**config.mk**
```make
export PLATFORM = sky130hd
export DESIGN_NAME = logic_gate_seq
export DESIGN_NICKNAME = d
export VERILOG_FILES = /design/src/rtl/logic_gate_seq.sv
export SDC_FILE = /design/constraint.sdc
export NUM_CORES = 1
export LEC_CHECK = 0
export CAP_MARGIN = 15
export CORE_MARGIN = 10
export CORE_UTILIZATION = 40
export CTS_CLUSTER_SIZE = 10
export DETAILED_ROUTE_END_ITERATION = 10
export HOLD_SLACK_MARGIN = 0.02
export SETUP_SLACK_MARGIN = 0.02
export SLEW_MARGIN = 10
export SYNTH_ARGS = -nofsm -noshare
export SYNTH_HDL_FRONTEND = slang
export SYNTH_SLANG_ARGS = --single-unit
```
**constraint.sdc**
```tcl
create_clock -name clk -period 2.9 [get_ports clk]
set_input_delay 0.435 -clock clk [delete_from_list [all_inputs] [get_ports clk]]
set_output_delay 0.435 -clock clk [all_outputs]
set_load 0.02 [all_outputs]
```
**src/rtl/logic_gate_seq.sv**
```systemverilog
// Bit-serial logic unit: one 1-bit gate slice walks a WIDTH-bit word LSB first.
// Define LOGIC_GATE_SEQ_PARALLEL_EN to use WIDTH slices and finish RUN in one cycle.
module logic_gate_seq #(
  parameter int WIDTH = 8,
  parameter int CNT_W = $clog2(WIDTH)
) (
  input  logic             clk,
  input  logic             rst_n,
  input  logic             in_valid,
  output logic             in_ready,
  input  logic [2:0]       op,
  input  logic [WIDTH-1:0] a,
  input  logic [WIDTH-1:0] b,
  output logic             out_valid,
  input  logic             out_ready,
  output logic [WIDTH-1:0] result,
  output logic             err
);

  // Handshakes: a transfer happens on a rising edge where valid && ready are
  // both high; in_ready only in IDLE, out_valid only in DONE, so they never
  // complete on the same edge.

  typedef enum logic [1:0] {
    IDLE = 2'd0,
    RUN  = 2'd1,
    DONE = 2'd2
  } state_t;

  state_t           state;
  state_t           state_nxt;
  logic [CNT_W-1:0] cnt;
  logic [2:0]       op_lat;
  logic [WIDTH-1:0] a_lat;
  logic [WIDTH-1:0] b_lat;
  logic             accept;
  logic             run_last;

  function automatic logic gate_bit(input logic [2:0] g_op, input logic x, input logic y);
    logic r;
    case (g_op)
      3'd0:    r = ~x;
      3'd1:    r = x & y;
      3'd2:    r = ~(x & y);
      3'd3:    r = x | y;
      3'd4:    r = ~(x | y);
      3'd5:    r = x ^ y;
      3'd6:    r = ~(x ^ y);
      default: r = 1'b0;
    endcase
    return r;
  endfunction

  assign in_ready  = (state == IDLE);
  assign out_valid = (state == DONE);
  assign accept    = in_valid && in_ready;

`ifdef LOGIC_GATE_SEQ_PARALLEL_EN
  logic [WIDTH-1:0] run_word;

  always_comb begin
    run_word = '0;
    for (int i = 0; i < WIDTH; i++) begin
      run_word[i] = gate_bit(op_lat, a_lat[i], b_lat[i]);
    end
  end

  assign run_last = 1'b1;
`else
  logic run_bit;

  assign run_bit  = gate_bit(op_lat, a_lat[cnt], b_lat[cnt]);
  assign run_last = (cnt == CNT_W'(WIDTH - 1));
`endif

  always_ff @(posedge clk) begin
    if (!rst_n) begin
      state <= IDLE;
    end else begin
      state <= state_nxt;
    end
  end

  always_comb begin
    state_nxt = state;
    case (state)
      IDLE:    if (accept) state_nxt = RUN;
      RUN:     if (run_last) state_nxt = DONE;
      DONE:    if (out_ready) state_nxt = IDLE;
      default: state_nxt = IDLE;
    endcase
  end

  always_ff @(posedge clk) begin
    if (!rst_n) begin
      cnt    <= '0;
      op_lat <= '0;
      a_lat  <= '0;
      b_lat  <= '0;
      result <= '0;
      err    <= 1'b0;
    end else begin
      case (state)
        IDLE: begin
          if (accept) begin
            op_lat <= op;
            a_lat  <= a;
            b_lat  <= b;
            cnt    <= '0;
            result <= '0;
            err    <= (op == 3'd7);
          end
        end
        RUN: begin
`ifdef LOGIC_GATE_SEQ_PARALLEL_EN
          result <= run_word;
`else
          result[cnt] <= run_bit;
          // Counter stops at the top bit instead of wrapping.
          if (!run_last) cnt <= cnt + CNT_W'(1);
`endif
        end
        default: begin
        end
      endcase
    end
  end

endmodule

```
After elaboration in Yosys (flattened, before gate mapping) --
Cells that the tools add are included.
Operators by class: reductions and logical operators 9, $lt $le $gt $ge 2, eq/ne operators 14, multiplexer cells 17, bitwise operators 7, add/subtract/negate cells 1
Operators with widths (count):
- case mux 8 bit (2 select lines) | 1
- equality test 3 bit (second input constant) | 5
- bitwise mux 8 bit | 1
- 2-to-1 mux 8 bit | 1
- case mux 1 bit (7 select lines) | 1
- binary-select mux 1 bit (select 3 bit) | 2
- equality test 3 x 2 -> 1 bit (second input constant) | 2
- 2-to-1 mux 2 bit | 3
- 2-to-1 mux 3 bit | 2
- case mux 2 bit (3 select lines) | 1
- case mux 3 bit (2 select lines) | 1
- AND reduction 3 bit | 2
- less-than comparator 3 x 4 -> 1 bit (second input constant) | 1
- inequality test 2 x 1 -> 1 bit (second input constant) | 2
- inequality test 2 bit (second input constant) | 2
- NOT 1 bit | 4
- AND reduction 2 bit | 2
- adder 3 x 1 -> 3 bit (second input constant) | 1
- demux 1 bit (select 3 bit) | 1
- equality test 3 x 1 -> 1 bit (second input constant) | 1
- >= comparator 3 x 1 -> 1 bit (second input constant) | 1
- logical NOT 3 bit | 1
- 2-to-1 mux 1 bit | 3
- equality test 2 x 1 -> 1 bit (second input constant) | 1
- other kinds (7) | 8
Storage, ports and cells: register bits 33, output and inout port bits 11

Longest topological paths before layout --
Gate-level depths: netlist of the first run.
depth after elaboration 7, mapped depth 11, mapped depth without buffers 9

Least setup slack after synthesis of the first run --
Ideal clock, no wire load.
kind reg-to-reg, start register cnt[0], end register result[0], slack 0.730 ns, data arrival time 2.096 ns, clock period less this slack 2.170 ns, cell stages (with the launch flop) 10, library setup time 0.074 ns, path through dfxtp_1 -> clkbuf_4 -> mux4_2 -> mux2i_1 -> inv_1 -> ha_1 -> nor2b_1 -> o21bai_2 -> nand4_1 -> a31oi_1
On the way: longest elaborated chain between the ends 7
Ends and longest elaborated chain:
- start: declaration | line 32 | logic [CNT_W-1:0] cnt;
- start signal: assignment | line 120 | if (!run_last) cnt <= cnt + CNT_W'(1);
- binary-select mux 1 bit (select 3 bit) | line 72 | assign run_bit = gate_bit(op_lat, a_lat[cnt], b_lat[cnt]);
- 2-to-1 mux 1 bit (not written as such) | line 72
- XOR 1 bit (tied with other cells) | line 47, 48
- NOT 1 bit, on equally long branches | line 48, 44, 46
- case mux 1 bit (7 select lines) | line 41 | case (g_op)
- bitwise mux 8 bit (*) | line 118 | result[cnt] <= run_bit;
- case mux 8 bit (2 select lines) (*) | line 103 | case (state)
- end signal: indexed assignment | line 118
- end: declaration | line 16 | output logic [WIDTH-1:0] result,
Every way passes the cells marked *; elsewhere a longest branch is shown, timed or not. The select of a mux whose other input is x is not followed. A chain may end at the register's enable or synchronous reset.

Worst setup path after layout of the first run --
start register cnt[0], end register result[3]
Same word-level chain as after synthesis.

==> metrics.yaml, run 1 <==
outcome: "complete, no violations"
drt_iter0_markers: 89
drc: 0
cts_setup_buffers: 0
p_per_area_mw_per_mm2: 465
cap_violations: 0
netlist_top_cells_count: "43 x nand2_1, 33 x dfxtp_1, 21 x a21oi_1"
instances_no_fill: 280
synth_top_area_share_pct: 39.8
path_class: "reg -> reg"
timing.rr.end: "result[3]$_SDFFE_PN0P_"
r2r_cells: 7
grt_use_total_pct: 11.1
hp-class: "reg -> reg"
crit_family: "multiplexers"
async_reset_ff_share_pct: 0
finalWeightedCongestion: 0.828
synth_edf_count: 0
postSynthAreaPerCell_um2: 8.37
yosys_warnings: 0
grt_max_degree: 34
die_y_um: 84.4
seq_area_um2: 661
r2r_start: "cnt[0]$_SDFFE_PN0P_"
synth_seq_cells: 33
hold_viol: 0
coreArea_mm2: 0.00400
switching_share_pct: 27.0
ctsLongestPathBuffers: 2
synth_cell_types: 33
fin_nets: 256
synth_ff_type: "dfxtp_1"
cts_inserted_buffers: 5
clock.fmax_ghz: 0.390
worst-endpoint-required_ns: 3.11
insertion_delay_ns: 0.28
min_from: "b_lat[7]$_SDFFE_PN0P_"
rsz0062_at_grt: "no"
routed_wl_um: 3790
placedCellCount: 272
p_comb_share_pct: 15.5
final_util_pct: 52.5
setup_viol: 0
numClockSinks: 33
grt-ovfl-total: 0
synth_nets: 225
fin_crit_ns: 2.57
vias_per_cell: 5.24
yosys.area.top_type: "dfxtp_1"
ys_seq_area_share_pct: 39.8
multi_input_area_um2: 923
max-slew-margin-rel_pct: 38.6
cp_data_arrival_time_ns: 2.78
ctsResizeCount: 0
dpl.hpwl_um: 2850
cts-htree-levels: 2
p_seq_share_pct: 50.7
min_to: "b_lat[7]$_SDFFE_PN0P_"
vdd_drop_max_mv: 0.290
drv_slew: 0
p_int_uw: 714
start_util_pct: 41.4
crit_path_top_delay_cell: "dfxtp_1"
dieArea_mm2: 0.00712
r2r_slack_ns: 0.33
ant_nets: 0
power_leakage_nw: 0.730
worstSetupEndpointType: "register"
path_max_fanout: 12
tritoncts: "built"
worst_pin_slew_ns: 0.919
cts_root_buffer: "clkbuf_8"
antenna_found_initial: 0
num-fill-cells: 382
yosys.cell_count.top_type: "nand2_1"
firstDrtPassIters: 4
antenna_cells: 0
critPathLaunchType: "register"
crit_buf_inv: 1
setup_tns_ns: 0
crit_chain: "mux4_2 > mux2i_1 > ha_1 > inv_1 > a211oi_4 > nand4_1 > a31oi_1"
critPathMaxStageDelay_ns: 0.65
num_rows: 23
yosys-top-cells-area: "dfxtp_1 40%, nand2_1 9.7%, nand4_1 6.4%, a21oi_1 6.3%, nand3b_1 4.1%"
via_count: 1466
path_clk_slew_ns: 0.07
io_buffers: 33
drive_above_1_share_pct: 10.4
synthToLayoutAreaGrowth_pct: 26.7
grt_pass1_wl_um: 6700
ctsHoldBuffers: 0
finalCritPeriodShare_pct: 88.5
worstHoldPathCells: 2
detail_route.wl_per_cell_um: 13.6
grt_pass1_vias: 1446
pwr-share-clk_pct: 33.9
netlist_area_mm2: 0.00166
ios: 34
net-switching-power_uw: 264
fin_skew_ns: 0.00343
die_width_um: 84.4
synth_cells: 198
==> cells in the final DEF (no fill, tap or decap), types with 3 or more instances in the layout <==
master and n:
nand2b_1 3, ha_1 4, inv_1 4, nor2_2 3, nand4_1 17, dfxtp_1 33
clkbuf_8 5, nand3b_1 9, a31oi_1 8, nor2_1 12, nand2_1 43, a21oi_1 21
buf_4 3, clkdlybuf4s50_1 33, mux2i_1 6
==> power groups by stage <==
stage / Clock (mW) / Combinational [mW] / Sequential [mW]
final: 0.331 / 0.151 / 0.495
after detailed placement: 0 / 0.152 / 0.506
after floorplan: 0 / 0.0997 / 0.499
after CTS: 0.339 / 0.153 / 0.495
after global routing: 0.367 / 0.167 / 0.498
after global placement: 0 / 0.148 / 0.504
==> cell type report <==
class / count / area share, %
sequential: 33 / 31.4
tap: 50 / 2.98
inverter: 5 / 0.893
clock inverter: 2 / 0.476
timing repair buffer: 36 / 16.8
multi-input combinational: 148 / 44.0
clock buffer: 6 / 3.45
==> flip-flops by register name (all words and copies together), names as in the netlist <==
name    flops
err         1
state       2
op_lat      3
b_lat       8
cnt         3
result      8
a_lat       8
==> stage by stage <==
stage | setup slack [ns] | total power [mW] | hold WS, ns | cell area (um2)
3_3_place_gp | 0.407 | 0.653 | 0.440 | 2020
2_1_floorplan | 0.730 | 0.598 | 0.433 | 1660
3_5_place_dp | 0.342 | 0.658 | 0.450 | 2020
4_1_cts | 0.331 | 0.987 | 0.457 | 2100
5_1_grt | 0.111 | 1.03 | 0.477 | 2100
6_report | 0.333 | 0.978 | 0.454 | 2100
==> cell families (layout without fill, tap and decap cells) <==
kind of cell             count (synthesis)  count (layout)  share of synthesized area, %
AO/OA/AOI/OAI                           37              37                          15.1
adder cells (fa/ha/maj)                  4               4                          3.02
buffers and inverters                   17              49                          4.75
flip-flops                              33              33                          39.8
multiplexers                             8               8                          6.34
AND/OR/NAND/NOR                         99              99                          30.9
==> routing by layer <==
layer / global-route usage [%] / up-vias / routed length, um
met2: 18.4 / 27 / 1830
met1: 12.4 / 677 / 1680
met3: 4.83 / 5 / 233
met4: 4.04 / 0 / 52
met5: 0 / - / 0
li1: - / 757 / -
==> worst reg2reg max path, cell delays in order, from the launching register on <==
cell and delay [ns]:
dfxtp_1 0.65, mux4_2 0.57, mux2i_1 0.22, ha_1 0.24
inv_1 0.08, a211oi_4 0.38, nand4_1 0.15, a31oi_1 0.20
==> how the worst max path moves through the flow <==
stage	slack [ns]	cells after the start	endpoint	start
2_1_floorplan	0.73	9	result[0]$_SDFFE_PN0P_	cnt[0]$_SDFFE_PN0P_
3_3_place_gp	0.41	7	result[2]$_SDFFE_PN0P_	cnt[0]$_SDFFE_PN0P_
3_5_place_dp	0.34	7	result[0]$_SDFFE_PN0P_	cnt[0]$_SDFFE_PN0P_
4_1_cts	0.33	7	result[0]$_SDFFE_PN0P_	cnt[0]$_SDFFE_PN0P_
5_1_grt	0.11	7	result[4]$_SDFFE_PN0P_	cnt[0]$_SDFFE_PN0P_
6_report	0.33	7	result[3]$_SDFFE_PN0P_	cnt[0]$_SDFFE_PN0P_
(Power assumes the default switching activity.)
==> inputs of run 2 (changes only) <==
--- a/config.mk
+++ b/config.mk
@@ -10,6 +10,7 @@
 export CORE_UTILIZATION = 40
 export CTS_CLUSTER_SIZE = 10
 export DETAILED_ROUTE_END_ITERATION = 10
+export DONT_BUFFER_PORTS = 1
 export HOLD_SLACK_MARGIN = 0.02
 export SETUP_SLACK_MARGIN = 0.02
 export SLEW_MARGIN = 10
==> metrics.yaml, run 2 (synthesized netlist as in run 1, its figures left out) <==
path_class: "reg -> reg"
num_rows: 23
max-slew-margin-rel_pct: 34.6
placedCellCount: 238
vias_per_cell: 5.59
p_per_area_mw_per_mm2: 529
detail_route.wl_per_cell_um: 15.3
p_int_uw: 682
die_width_um: 84.4
grt_max_degree: 34
r2r_cells: 9
ios: 34
switching_share_pct: 26.9
numClockSinks: 33
synthToLayoutAreaGrowth_pct: 6.34
fin_skew_ns: 0.00179
worst_pin_slew_ns: 0.981
setup_viol: 0
firstDrtPassIters: 4
path_max_fanout: 12
hold_viol: 0
insertion_delay_ns: 0.28
r2r_slack_ns: 0.28
grt_pass1_wl_um: 6240
pwr-share-clk_pct: 34.7
finalWeightedCongestion: 0.822
cts-htree-levels: 2
top_regs: "a_lat x8, b_lat x8, result x8"
cp_data_arrival_time_ns: 2.81
path_clk_slew_ns: 0.06
grt-ovfl-total: 0
hp-class: "in -> reg"
power_leakage_nw: 0.601
critPathLaunchType: "register"
ctsResizeCount: 0
cts_inserted_buffers: 5
io_buffers: 0
antenna_found_initial: 0
drive_above_1_share_pct: 11.7
worstSetupEndpointType: "register"
dpl.hpwl_um: 2770
instances_no_fill: 246
antenna_cells: 0
grt_use_total_pct: 10.5
cts_setup_buffers: 0
drt_iter0_markers: 46
cap_violations: 0
rsz0062_at_grt: "no"
crit_path_start: "cnt[0]$_SDFFE_PN0P_"
via_count: 1376
grt_pass1_vias: 1354
ctsLongestPathBuffers: 2
fin_crit_ns: 2.62
finalCritPeriodShare_pct: 90.4
timing.rr.end: "result[4]$_SDFFE_PN0P_"
ant_nets: 0
fin_nets: 222
worst-endpoint-required_ns: 3.09
worstHoldPathCells: 2
start_util_pct: 41.4
coreArea_mm2: 0.00400
tritoncts: "built"
drc: 0
place_area_mm2: 0.00168
most-common-layout-cells: "43 x nand2_1, 33 x dfxtp_1, 21 x a21oi_1, 17 x nand4_1, 12 x nor2_1"
outcome: "complete, no violations"
dieArea_mm2: 0.00712
die_y_um: 84.4
net-switching-power_uw: 251
r2r_start: "cnt[0]$_SDFFE_PN0P_"
drv_slew: 0
fin_area_mm2: 0.00176
vdd_drop_max_mv: 0.285
setup_tns_ns: 0
ctsHoldBuffers: 0
final_common_cell: "nand2_1"
clock.fmax_ghz: 0.382
crit_end: "result[4]$_SDFFE_PN0P_"
routed_wl_um: 3760
p_comb_share_pct: 11.9
p_seq_share_pct: 53.4
cts_root_buffer: "clkbuf_8"
## run 2: cell count changes in the layout (fill, tap and decap cells not counted), sizes merged
cell / change
buf: -1
clkdlybuf4s50: -33
## run 2: stage by stage
step / power, mW / hold slack (ns) / util [%] / setup WS [ns]
finish: 0.933 / 0.285 / 44.1 / 0.279
global route: 0.977 / 0.285 / 44.1 / 0.0849
CTS: 0.947 / 0.274 / 44.1 / 0.292
detailed placement: 0.619 / 0.448 / 42.0 / 0.333
global placement: 0.614 / 0.446 / 42.0 / 0.421
floorplan: 0.598 / 0.433 / - / 0.730
## run 2: cell type report
type	instances	area, um2
Fill cell	400	2240
Multi-Input combinational cell	148	923
Sequential cell	33	661
Clock buffer	6	72.6
Tap cell	50	62.6
Inverter	5	18.8
Timing Repair Buffer	2	15.0
Clock inverter	2	10.0
## run 2: worst min path at each step
stage | start | end | slack (ns)
6_report | a[4] | a_lat[4]$_SDFFE_PN0P_ | 0.29
5_1_grt | op[1] | op_lat[1]$_SDFFE_PN0P_ | 0.28
4_1_cts | b[6] | b_lat[6]$_SDFFE_PN0P_ | 0.27
3_5_place_dp | a_lat[2]$_SDFFE_PN0P_ | a_lat[2]$_SDFFE_PN0P_ | 0.45
3_3_place_gp | a_lat[0]$_SDFFE_PN0P_ | a_lat[0]$_SDFFE_PN0P_ | 0.45
2_1_floorplan | b_lat[2]$_SDFFE_PN0P_ | b_lat[2]$_SDFFE_PN0P_ | 0.43
## run 2: power groups by stage
stage / Clock [mW] / Combinational (mW) / Sequential, mW
6_report: 0.323 / 0.111 / 0.498
4_1_cts: 0.338 / 0.111 / 0.499
2_1_floorplan: 0 / 0.0997 / 0.499
5_1_grt: 0.350 / 0.126 / 0.501
3_3_place_gp: 0 / 0.106 / 0.508
3_5_place_dp: 0 / 0.111 / 0.509
## run 2: routing by layer
metal | routed length, um | vias up | GRT usage [%]
li1 | - | 692 | -
met1 | 1520 | 632 | 10.7
met2 | 1770 | 48 | 17.0
met3 | 427 | 4 | 6.57
met4 | 38 | 0 | 4.34
met5 | 0 | - | 0
## run 2: critical path, cell delays in order, from the launching register on
cell      delay [ns]
dfxtp_1         0.64
nand2b_1        0.25
o22a_1          0.34
and2_1          0.23
inv_2           0.05
ha_1            0.20
nor2b_1         0.14
o21bai_2        0.32
nand4_1         0.15
a31oi_1         0.21
